===== src/rtl/usb_txn_ctrl.sv =====
// USB host link-layer transaction sequencer: orders token/data/handshake phases,
// retries failed attempts up to MAX_RETRY and times out silent devices.
module usb_txn_ctrl #(
  parameter int MAX_RETRY = 8,
  parameter int TIMEOUT   = 255,
  parameter int CNT_W     = 4
) (
  input  logic             clk,
  input  logic             rst,
  input  logic             start,
  input  logic             read_write,
  input  logic             done_send_token,
  input  logic             done_send_data,
  input  logic             done_send_hand,
  input  logic             done_recv_data,
  input  logic             recv_data_ok,
  input  logic             done_recv_hand,
  input  logic [1:0]       hand_pid,
  output logic             start_send_token,
  output logic             start_send_data,
  output logic             start_send_hand,
  output logic             start_recv_data,
  output logic             start_recv_hand,
  output logic             busy,
  output logic             txn_done,
  output logic             txn_success,
  output logic             txn_stalled,
  output logic [CNT_W-1:0] fail_count,
  output logic [2:0]       state_dbg
);

  // Sub-block handshake: each start_* is a one-cycle pulse on the first cycle of
  // the phase's state; the sub-block answers with a one-cycle done_* pulse. A
  // done_* is only acted on while in the state that owns it, otherwise ignored.

  localparam int TMO_W = $clog2(TIMEOUT + 1);
  localparam logic [TMO_W-1:0] TMO_LAST = TMO_W'(TIMEOUT - 1);
  localparam logic [1:0] PID_ACK   = 2'b00;
  localparam logic [1:0] PID_STALL = 2'b10;

  typedef enum logic [2:0] {
    S_IDLE       = 3'd0,
    S_SEND_TOKEN = 3'd1,
    S_SEND_DATA  = 3'd2,
    S_WAIT_HAND  = 3'd3,
    S_WAIT_DATA  = 3'd4,
    S_SEND_HAND  = 3'd5,
    S_DONE       = 3'd6
  } state_t;

  state_t           state;
  state_t           state_nxt;
  logic             is_write;
  logic [TMO_W-1:0] tmo_cnt;
  logic             tmo_hit;
  logic             in_wait;
  logic             attempt_fail;
  logic             give_up;
  logic             set_success;
  logic             set_stall;
  logic             accept_start;
  logic [CNT_W-1:0] fail_inc;

  logic             entering;
  logic             send_token_nxt;
  logic             send_data_nxt;
  logic             send_hand_nxt;
  logic             recv_data_nxt;
  logic             recv_hand_nxt;
  logic             busy_nxt;
  logic             done_nxt;

  assign state_dbg    = state;
  assign in_wait      = (state == S_WAIT_HAND) || (state == S_WAIT_DATA);
  assign tmo_hit      = in_wait && (tmo_cnt == TMO_LAST);
  assign accept_start = (state == S_IDLE) && start;

  // Failure counter saturates at all-ones; the give-up compare uses the
  // incremented value so the last permitted failure ends the transaction.
  assign fail_inc = (fail_count == {CNT_W{1'b1}}) ? fail_count : fail_count + 1'b1;
  assign give_up  = (int'(fail_inc) >= MAX_RETRY);

  // State register
  always_ff @(posedge clk) begin
    if (rst) begin
      state <= S_IDLE;
    end else begin
      state <= state_nxt;
    end
  end

  // Next-state logic
  always_comb begin
    state_nxt    = state;
    attempt_fail = 1'b0;
    set_success  = 1'b0;
    set_stall    = 1'b0;
    case (state)
      S_IDLE: begin
        if (start) state_nxt = S_SEND_TOKEN;
      end
      S_SEND_TOKEN: begin
        if (done_send_token) state_nxt = is_write ? S_SEND_DATA : S_WAIT_DATA;
      end
      S_SEND_DATA: begin
        if (done_send_data) state_nxt = S_WAIT_HAND;
      end
      S_WAIT_HAND: begin
        // A response arriving on the last timeout cycle still counts.
        if (done_recv_hand) begin
          case (hand_pid)
            PID_ACK: begin
              state_nxt   = S_DONE;
              set_success = 1'b1;
            end
            PID_STALL: begin
              state_nxt = S_DONE;
              set_stall = 1'b1;
            end
            default: attempt_fail = 1'b1;
          endcase
        end else if (tmo_hit) begin
          attempt_fail = 1'b1;
        end
      end
      S_WAIT_DATA: begin
        if (done_recv_data) begin
          if (recv_data_ok) state_nxt = S_SEND_HAND;
          else              attempt_fail = 1'b1;
        end else if (tmo_hit) begin
          attempt_fail = 1'b1;
        end
      end
      S_SEND_HAND: begin
        if (done_send_hand) begin
          state_nxt   = S_DONE;
          set_success = 1'b1;
        end
      end
      S_DONE: begin
        state_nxt = S_IDLE;
      end
      default: begin
        state_nxt = S_IDLE;
      end
    endcase
    if (attempt_fail) state_nxt = give_up ? S_DONE : S_SEND_TOKEN;
  end

  // Output decode: pulses are computed from the upcoming state and registered,
  // so every entry into a state (including a retry) re-launches its sub-block.
  always_comb begin
    entering       = (state_nxt != state);
    send_token_nxt = entering && (state_nxt == S_SEND_TOKEN);
    send_data_nxt  = entering && (state_nxt == S_SEND_DATA);
    send_hand_nxt  = entering && (state_nxt == S_SEND_HAND);
    recv_data_nxt  = entering && (state_nxt == S_WAIT_DATA);
    recv_hand_nxt  = entering && (state_nxt == S_WAIT_HAND);
    busy_nxt       = (state_nxt != S_IDLE);
    done_nxt       = (state_nxt == S_DONE);
  end

  // Registered outputs
  always_ff @(posedge clk) begin
    if (rst) begin
      start_send_token <= 1'b0;
      start_send_data  <= 1'b0;
      start_send_hand  <= 1'b0;
      start_recv_data  <= 1'b0;
      start_recv_hand  <= 1'b0;
      busy             <= 1'b0;
      txn_done         <= 1'b0;
    end else begin
      start_send_token <= send_token_nxt;
      start_send_data  <= send_data_nxt;
      start_send_hand  <= send_hand_nxt;
      start_recv_data  <= recv_data_nxt;
      start_recv_hand  <= recv_hand_nxt;
      busy             <= busy_nxt;
      txn_done         <= done_nxt;
    end
  end

  // Transaction status: cleared when a start is accepted, set on the way to DONE,
  // and otherwise held so the controller can read it after txn_done.
  always_ff @(posedge clk) begin
    if (rst) begin
      is_write    <= 1'b0;
      fail_count  <= '0;
      txn_success <= 1'b0;
      txn_stalled <= 1'b0;
    end else begin
      if (accept_start) begin
        is_write    <= read_write;
        fail_count  <= '0;
        txn_success <= 1'b0;
        txn_stalled <= 1'b0;
      end
      if (attempt_fail) fail_count  <= fail_inc;
      if (set_success)  txn_success <= 1'b1;
      if (set_stall)    txn_stalled <= 1'b1;
    end
  end

  // Response timer: zero on the first cycle of each wait, counts up to the limit.
  always_ff @(posedge clk) begin
    if (rst) begin
      tmo_cnt <= '0;
    end else if (entering && (state_nxt == S_WAIT_HAND || state_nxt == S_WAIT_DATA)) begin
      tmo_cnt <= '0;
    end else if (in_wait && !tmo_hit) begin
      tmo_cnt <= tmo_cnt + 1'b1;
    end
  end

endmodule


===== config.mk =====
export PLATFORM = sky130hd
export DESIGN_NAME = usb_txn_ctrl
export DESIGN_NICKNAME = d
export VERILOG_FILES = /design/src/rtl/usb_txn_ctrl.sv
export SDC_FILE = /design/constraint.sdc
export NUM_CORES = 1
export LEC_CHECK = 0
export CAP_MARGIN = 20
export CELL_PAD_IN_SITES_DETAIL_PLACEMENT = 1
export CELL_PAD_IN_SITES_GLOBAL_PLACEMENT = 2
export CORE_ASPECT_RATIO = 0.5
export CORE_MARGIN = 1
export CORE_UTILIZATION = 33
export CTS_BUF_LIST = sky130_fd_sc_hd__clkbuf_8
export CTS_CLUSTER_SIZE = 20
export DETAILED_ROUTE_END_ITERATION = 16
export PLACE_DENSITY_LB_ADDON = 0.3
export SYNTH_ARGS = -nofsm -noshare
export SYNTH_HDL_FRONTEND = slang
export SYNTH_SLANG_ARGS = --single-unit

===== constraint.sdc =====
create_clock -name clk -period 5.1 [get_ports clk]
set_input_delay 0.765 -clock clk [delete_from_list [all_inputs] [get_ports clk]]
set_output_delay 0.765 -clock clk [all_outputs]
set_load 0.01 [all_outputs]

==> flow_metrics.py, run 1 <==
metrics = {
    "detailed_routing": {
        "routed_wl_microns": 3750,
        "drc": 0,
        "drtIter0Drc": 52,
        "dr.pass1.iters": 4,
        "via_per_inst": 5.52,
        "vias": 1303,
        "detail-route-antenna-nets": 0,
        "wl_per_cell_microns": 15.9,
    },
    "synthesis": {
        "synth_compound_area_frac": 0.256,
        "muxShareOfSynthArea": 0.0378,
        "synth_enable_flop_cells": 0,
        "synth_top_area_cell": "dfxtp_1",
        "ys.flop_type": "dfxtp_1",
        "yosysMostFrequentCell": "dfxtp_1",
        "ys_seq_area_frac": 0.368,
        "synthSimpleGateAreaFrac": 0.246,
        "synth_xor_area_frac": 0.0322,
        "syn_inst": 157,
        "ys_ff_latch": 25,
        "synth_fa_ha_area_frac": 0.0276,
        "yosysWarnings": 0,
        "synth_top_family_by_area": "compound AO/OA/AOI/OAI gates",
        "ys_top_cells_by_count": "dfxtp_1, nand2_1, nor2_1, a21oi_1, nand3_1",
        "synth_top_area_share": 0.368,
        "synth_area_leaders": "dfxtp_1, a211oi_1, a21oi_1, nand3_1, nand2_1",
        "synth_nets": 172,
        "ys_types": 48,
        "netlist_area_sq_mm": 0.00136,
        "avgSynthCellArea_sq_um": 8.65,
        "synthArstFlopShare": 0,
    },
    "cts": {
        "htreeDepth": 1,
        "cts_tree": "built",
        "post-cts-setup-buffers": 0,
        "hold_buffers": 0,
        "clk_pin_slew_ns": 0.09,
        "clk_latency_ns": 0.28,
        "clock_path_buffers": 2,
        "clkSinkCount": 25,
        "numCtsBuffers": 3,
        "cts_resized": 0,
        "cts_root_buffer": "clkbuf_8",
    },
    "cells_and_area": {
        "fillerInstances": 483,
        "area_growth_pct": 26.6,
        "final_nets": 198,
        "utilization": 0.438,
        "num_antenna_cells": 0,
        "drive_gt1_frac": 0.0604,
        "finalNonFillerCells": 236,
    },
    "hold_path": {
        "hold_path_class": "reg2reg",
    },
    "place": {
        "place_congestion": 0.842,
        "hpwl_microns": 2780,
        "port-buffer-count": 27,
        "dp_cells": 232,
    },
    "floorplanning": {
        "die_w_microns": 92.7,
        "rows": 16,
        "start_util": 0.346,
        "die_area_sq_mm": 0.00439,
        "boundaryPins": 28,
        "die_y_microns": 47.4,
        "core_sq_mm": 0.00392,
    },
    "worst_setup_path": {
        "path_max_fanout": 8,
        "worstPathArrival_ns": 2.91,
        "worst-path-buf-inv": 1,
        "cp.required_ns": 5.30,
        "cp-end-kind": "flop",
        "critical_path_class": "in2reg",
        "cpMaxStageDelayCell": "or4bb_1",
        "cp-start-kind": "input port",
        "slowest_delay_ns": 0.52,
        "critPathTopFamily": "simple AND/OR/NAND/NOR gates",
        "crit_chain": "clkdlybuf4s50_1, or4bb_1, a211o_1, o311ai_2, mux2_2, nor3b_1",
    },
    "outcome": {
        "status": "complete, no violations",
    },
    "timing": {
        "timing.hold.ws_ns": 0.503,
        "period_needed_ns": 2.70,
        "slew_violations": 0,
        "relSlewSlack": 0.423,
        "rsz0062_at_grt": "no",
        "finalHoldViolCount": 0,
        "skew_ns": 0.00747,
        "finalSetupTns_ns": 0,
        "setup_viol": 0,
        "tightest_slew_ns": 0.863,
        "finalCritPeriodShare": 0.530,
        "max_freq_mhz": 370,
    },
    "global_routing": {
        "grt_start_max_net_pins": 23,
        "grt_pass1_vias": 1193,
        "grt_antenna_before_repair": 0,
        "grt_overflow_total": 0,
        "grt_pass1_wl_microns": 5940,
        "grtUsageTotal": 0.179,
    },
    "power_and_ir_drop": {
        "vdd_drop_max_uv": 98.9,
        "leakagePower_nw": 0.599,
        "p_per_area_mw_per_mm2": 245,
    },
    "flow_run": {
        "maxCapViolCount": 0,
    },
}
[area by class of cell]
class | instances | area, sq um | area share
Clock inverter | 1 | 7.51 | 0.00436
Clock buffer | 3 | 41.3 | 0.0240
Sequential cell | 25 | 500 | 0.291
Inverter | 5 | 18.8 | 0.0109
Multi-Input combinational cell | 121 | 815 | 0.473
Tap cell | 54 | 67.6 | 0.0393
Timing Repair Buffer | 27 | 270 | 0.157
[state kept, by name, summed over array words and instances, names as in the netlist]
register	cells
tmo_cnt	8
fail_count	4
state_dbg	3
busy	1
is_write	1
start_recv_data	1
start_recv_hand	1
start_send_data	1
start_send_hand	1
start_send_token	1
txn_done	1
txn_stalled	1
txn_success	1
[worst paths after layout]
kind | startpoint | to | slack [ns] | cells after the start
min reg2reg | txn_success$_SDFFE_PP0P_ | txn_success$_SDFFE_PP0P_ | 0.50 | 2
min | txn_success$_SDFFE_PP0P_ | txn_success$_SDFFE_PP0P_ | 0.50 | 2
max reg2reg | state_dbg[1]$_SDFF_PP0_ | start_send_hand$_SDFF_PP0_ | 2.71 | 5
max | done_recv_hand | start_send_hand$_SDFF_PP0_ | 2.40 | 6
[layout by cell type, fill, tap and decap left out, drive strengths merged, types with 3 or more instances in the layout]
cell	instances
clkdlybuf4s50	27
ha	3
o21ai	5
mux2i	4
o211ai	3
nor3	4
and3	4
a21oi	10
inv	5
nand2b	5
o2111ai	4
nand3	9
dfxtp	25
nand2	12
a211oi	9
nor2b	3
nor2	12
xnor2	3
clkbuf	3
[logic make-up (layout without fill, tap and decap cells)]
kind of cell | Yosys count | count (layout)
flops | 25 | 25
xor+xnor | 5 | 5
buf+inv | 11 | 36
mux | 5 | 5
fa+ha+maj | 3 | 3
compound gates | 46 | 46
simple gates | 62 | 62
[layer usage]
| metal | vias up | track usage | part of all wire |
|---|---|---|---|
| li1 | 642 | - | - |
| met1 | 630 | 0.234 | 0.48 |
| met2 | 27 | 0.313 | 0.48 |
| met3 | 4 | 0.0437 | 0.032 |
| met4 | 0 | 0.0338 | 0.0045 |
| met5 | - | 0 | 0 |
[per-stage QoR]
stage	total power [mW]	area, sq um	setup slack (ns)
2_1_floorplan	0.266	1360	2.75
3_5_place_dp	0.303	1670	2.10
4_1_cts	0.427	1720	2.40
5_1_grt	0.442	1720	2.30
6_report	0.421	1720	2.40
3_3_place_gp	0.301	1670	2.17
[power by group]
group | switching (mW) | internal [mW]
registers | 0.0105 | 0.202
clock network | 0.0671 | 0.0555
logic | 0.0475 | 0.0381
total | 0.125 | 0.296
[worst register-to-register path: cells and delay by family (launching register included)]
kind	cells	cell delay [ns]
flops	1	0.63
mux	1	0.43
simple gates	2	0.71
compound gates	2	0.54
Power figures use the tool's default switching activity.
==> run 2: changes to the inputs <==
- CORE_UTILIZATION: 33 -> 31
- clock period: 5.1 -> 2.69 ns (I/O delays scaled with it)
==> run 2 against run 1 <==
Compared with the run above:
- worst setup slack lost 2.0 ns
- utilization grew 0.090 points
- global-route usage shrank 0.088 points
- largest cell class unchanged
- register-to-register slack lost 2.3 ns
- wire length grew 5.5%
- critical endpoint is now tmo_cnt[6]$_SDFFE_PP0P_
- combinational power grew 110%
- critical path depth is the same
- sequential power grew 87%
- first-iteration DRC count shrank 1.9%
- cell count grew 3.4%
==> flow_metrics.py, run 2 (synthesis results as in run 1) <==
metrics = {
    "outcome": {
        "status": "complete, no violations",
    },
    "power_and_ir_drop": {
        "clockPowerShare": 0.281,
        "p_int_mw": 0.571,
        "total_power_mw": 0.810,
        "switchingPower_mw": 0.239,
        "seqPwrFrac": 0.493,
        "power_switching_share": 0.295,
        "p_per_area_mw_per_mm2": 456,
        "vdd_drop_max_uv": 196,
        "comb_power_share": 0.226,
        "leakagePower_nw": 0.644,
    },
    "timing": {
        "skew_ns": 0.00371,
        "timing.hold.ws_ns": 0.495,
        "rsz0062_at_grt": "no",
        "relSlewSlack": 0.651,
        "finalCritPeriodShare": 0.852,
        "finalHoldViolCount": 0,
        "finalSetupTns_ns": 0,
        "slew_violations": 0,
        "setup_viol": 0,
        "period_needed_ns": 2.29,
        "max_freq_mhz": 436,
        "tightest_slew_ns": 0.522,
    },
    "floorplanning": {
        "die_y_microns": 48.8,
        "start_util": 0.336,
        "rows": 16,
        "core_sq_mm": 0.00404,
        "die_w_microns": 95.6,
        "boundaryPins": 28,
        "die_area_sq_mm": 0.00467,
    },
    "worst_setup_path": {
        "worstPathArrival_ns": 2.47,
        "cp-end-kind": "flop",
        "cp-start-kind": "flop",
        "rr_worst_depth": 6,
        "cp.required_ns": 2.87,
        "critical_path_class": "reg2reg",
        "path_max_fanout": 16,
    },
    "cells_and_area": {
        "area_growth_pct": 30.8,
        "seq_area_sq_um": 500,
        "final_common_cell": "clkdlybuf4s50_1",
        "utilization": 0.439,
        "top_register": "tmo_cnt",
        "mostFrequentLayoutCells": "clkdlybuf4s50_1, dfxtp_1, nand2_1, nor2_1, a21oi_1",
        "drive_gt1_frac": 0.0947,
        "num_antenna_cells": 0,
        "largest_register_ffs": 8,
        "final_nets": 206,
        "finalNonFillerCells": 244,
        "multi_input_comb_area_sq_um": 815,
        "fillerInstances": 482,
    },
    "cts": {
        "numCtsBuffers": 3,
        "cts_tree": "built",
        "cts_root_buffer": "clkbuf_8",
        "clkSinkCount": 25,
        "hold_buffers": 0,
        "cts_resized": 0,
        "clock_path_buffers": 2,
        "post-cts-setup-buffers": 0,
        "clk_pin_slew_ns": 0.09,
        "htreeDepth": 1,
        "clk_latency_ns": 0.27,
    },
    "detailed_routing": {
        "via_per_inst": 5.57,
        "wl_per_cell_microns": 16.2,
        "vias": 1358,
        "drtIter0Drc": 51,
        "routed_wl_microns": 3950,
        "drc": 0,
        "dr.pass1.iters": 4,
        "detail-route-antenna-nets": 0,
    },
    "hold_path": {
        "whs_path_depth": 2,
        "hold_path_class": "reg2reg",
    },
    "place": {
        "port-buffer-count": 27,
        "hpwl_microns": 2970,
        "place_congestion": 0.897,
        "dp_cells": 240,
    },
    "global_routing": {
        "grtUsageTotal": 0.178,
        "grt_pass1_vias": 1296,
        "grt_start_max_net_pins": 23,
        "grt_antenna_before_repair": 0,
        "grt_pass1_wl_microns": 6400,
        "grt_overflow_total": 0,
    },
    "flow_run": {
        "maxCapViolCount": 0,
    },
}
[run 2: cell types whose count changed in the layout (fill, tap and decap cells not counted)]
cell,before,now
buf_4,0,8
clkinvlp_4,1,0
inv_1,5,6
[run 2: per-layer routing]
metal  GRT usage  wire length, microns
met1       0.237                  1930
met2       0.301                  1830
met3      0.0467                   180
met4      0.0149                    13
met5           0                     0
[run 2: worst max-delay path, cell delays in order (launching register included)]
cell      delay [ns]
dfxtp_1         0.63
or4bb_1         0.52
a211o_1         0.31
o311ai_2        0.11
buf_4           0.22
a211oi_2        0.09
a211oi_1        0.30
[run 2: final timing paths]
kind                            start                        to  slack, ns
max           state_dbg[1]$_SDFF_PP0_   tmo_cnt[6]$_SDFFE_PP0P_       0.40
min          txn_stalled$_SDFFE_PP0P_  txn_stalled$_SDFFE_PP0P_       0.49
max reg2reg   state_dbg[1]$_SDFF_PP0_   tmo_cnt[6]$_SDFFE_PP0P_       0.40
min reg2reg  txn_stalled$_SDFFE_PP0P_  txn_stalled$_SDFFE_PP0P_       0.49
[run 2: through the flow]
step                setup slack, ns  instance area (sq um)
floorplan                     0.695                   1360
global placement              0.166                   1730
detailed placement            0.143                   1730
CTS                           0.389                   1780
global route                  0.235                   1780
finish                        0.398                   1780
[run 2: layout make-up]
class / count / share of cell area
multi-input combinational: 121 / 0.458
sequential: 25 / 0.282
timing repair buffer: 35 / 0.186
tap: 54 / 0.0380
clock buffer: 3 / 0.0232
inverter: 5 / 0.0106
clock inverter: 1 / 0.00211
[run 2: power groups by stage]
stage / sequential, mW / combinational (mW) / clock [mW]
after CTS: 0.400 / 0.182 / 0.235
after detailed placement: 0.408 / 0.180 / 0
after global routing: 0.402 / 0.197 / 0.249
after floorplan: 0.406 / 0.0989 / 0
final: 0.399 / 0.183 / 0.228
after global placement: 0.408 / 0.178 / 0
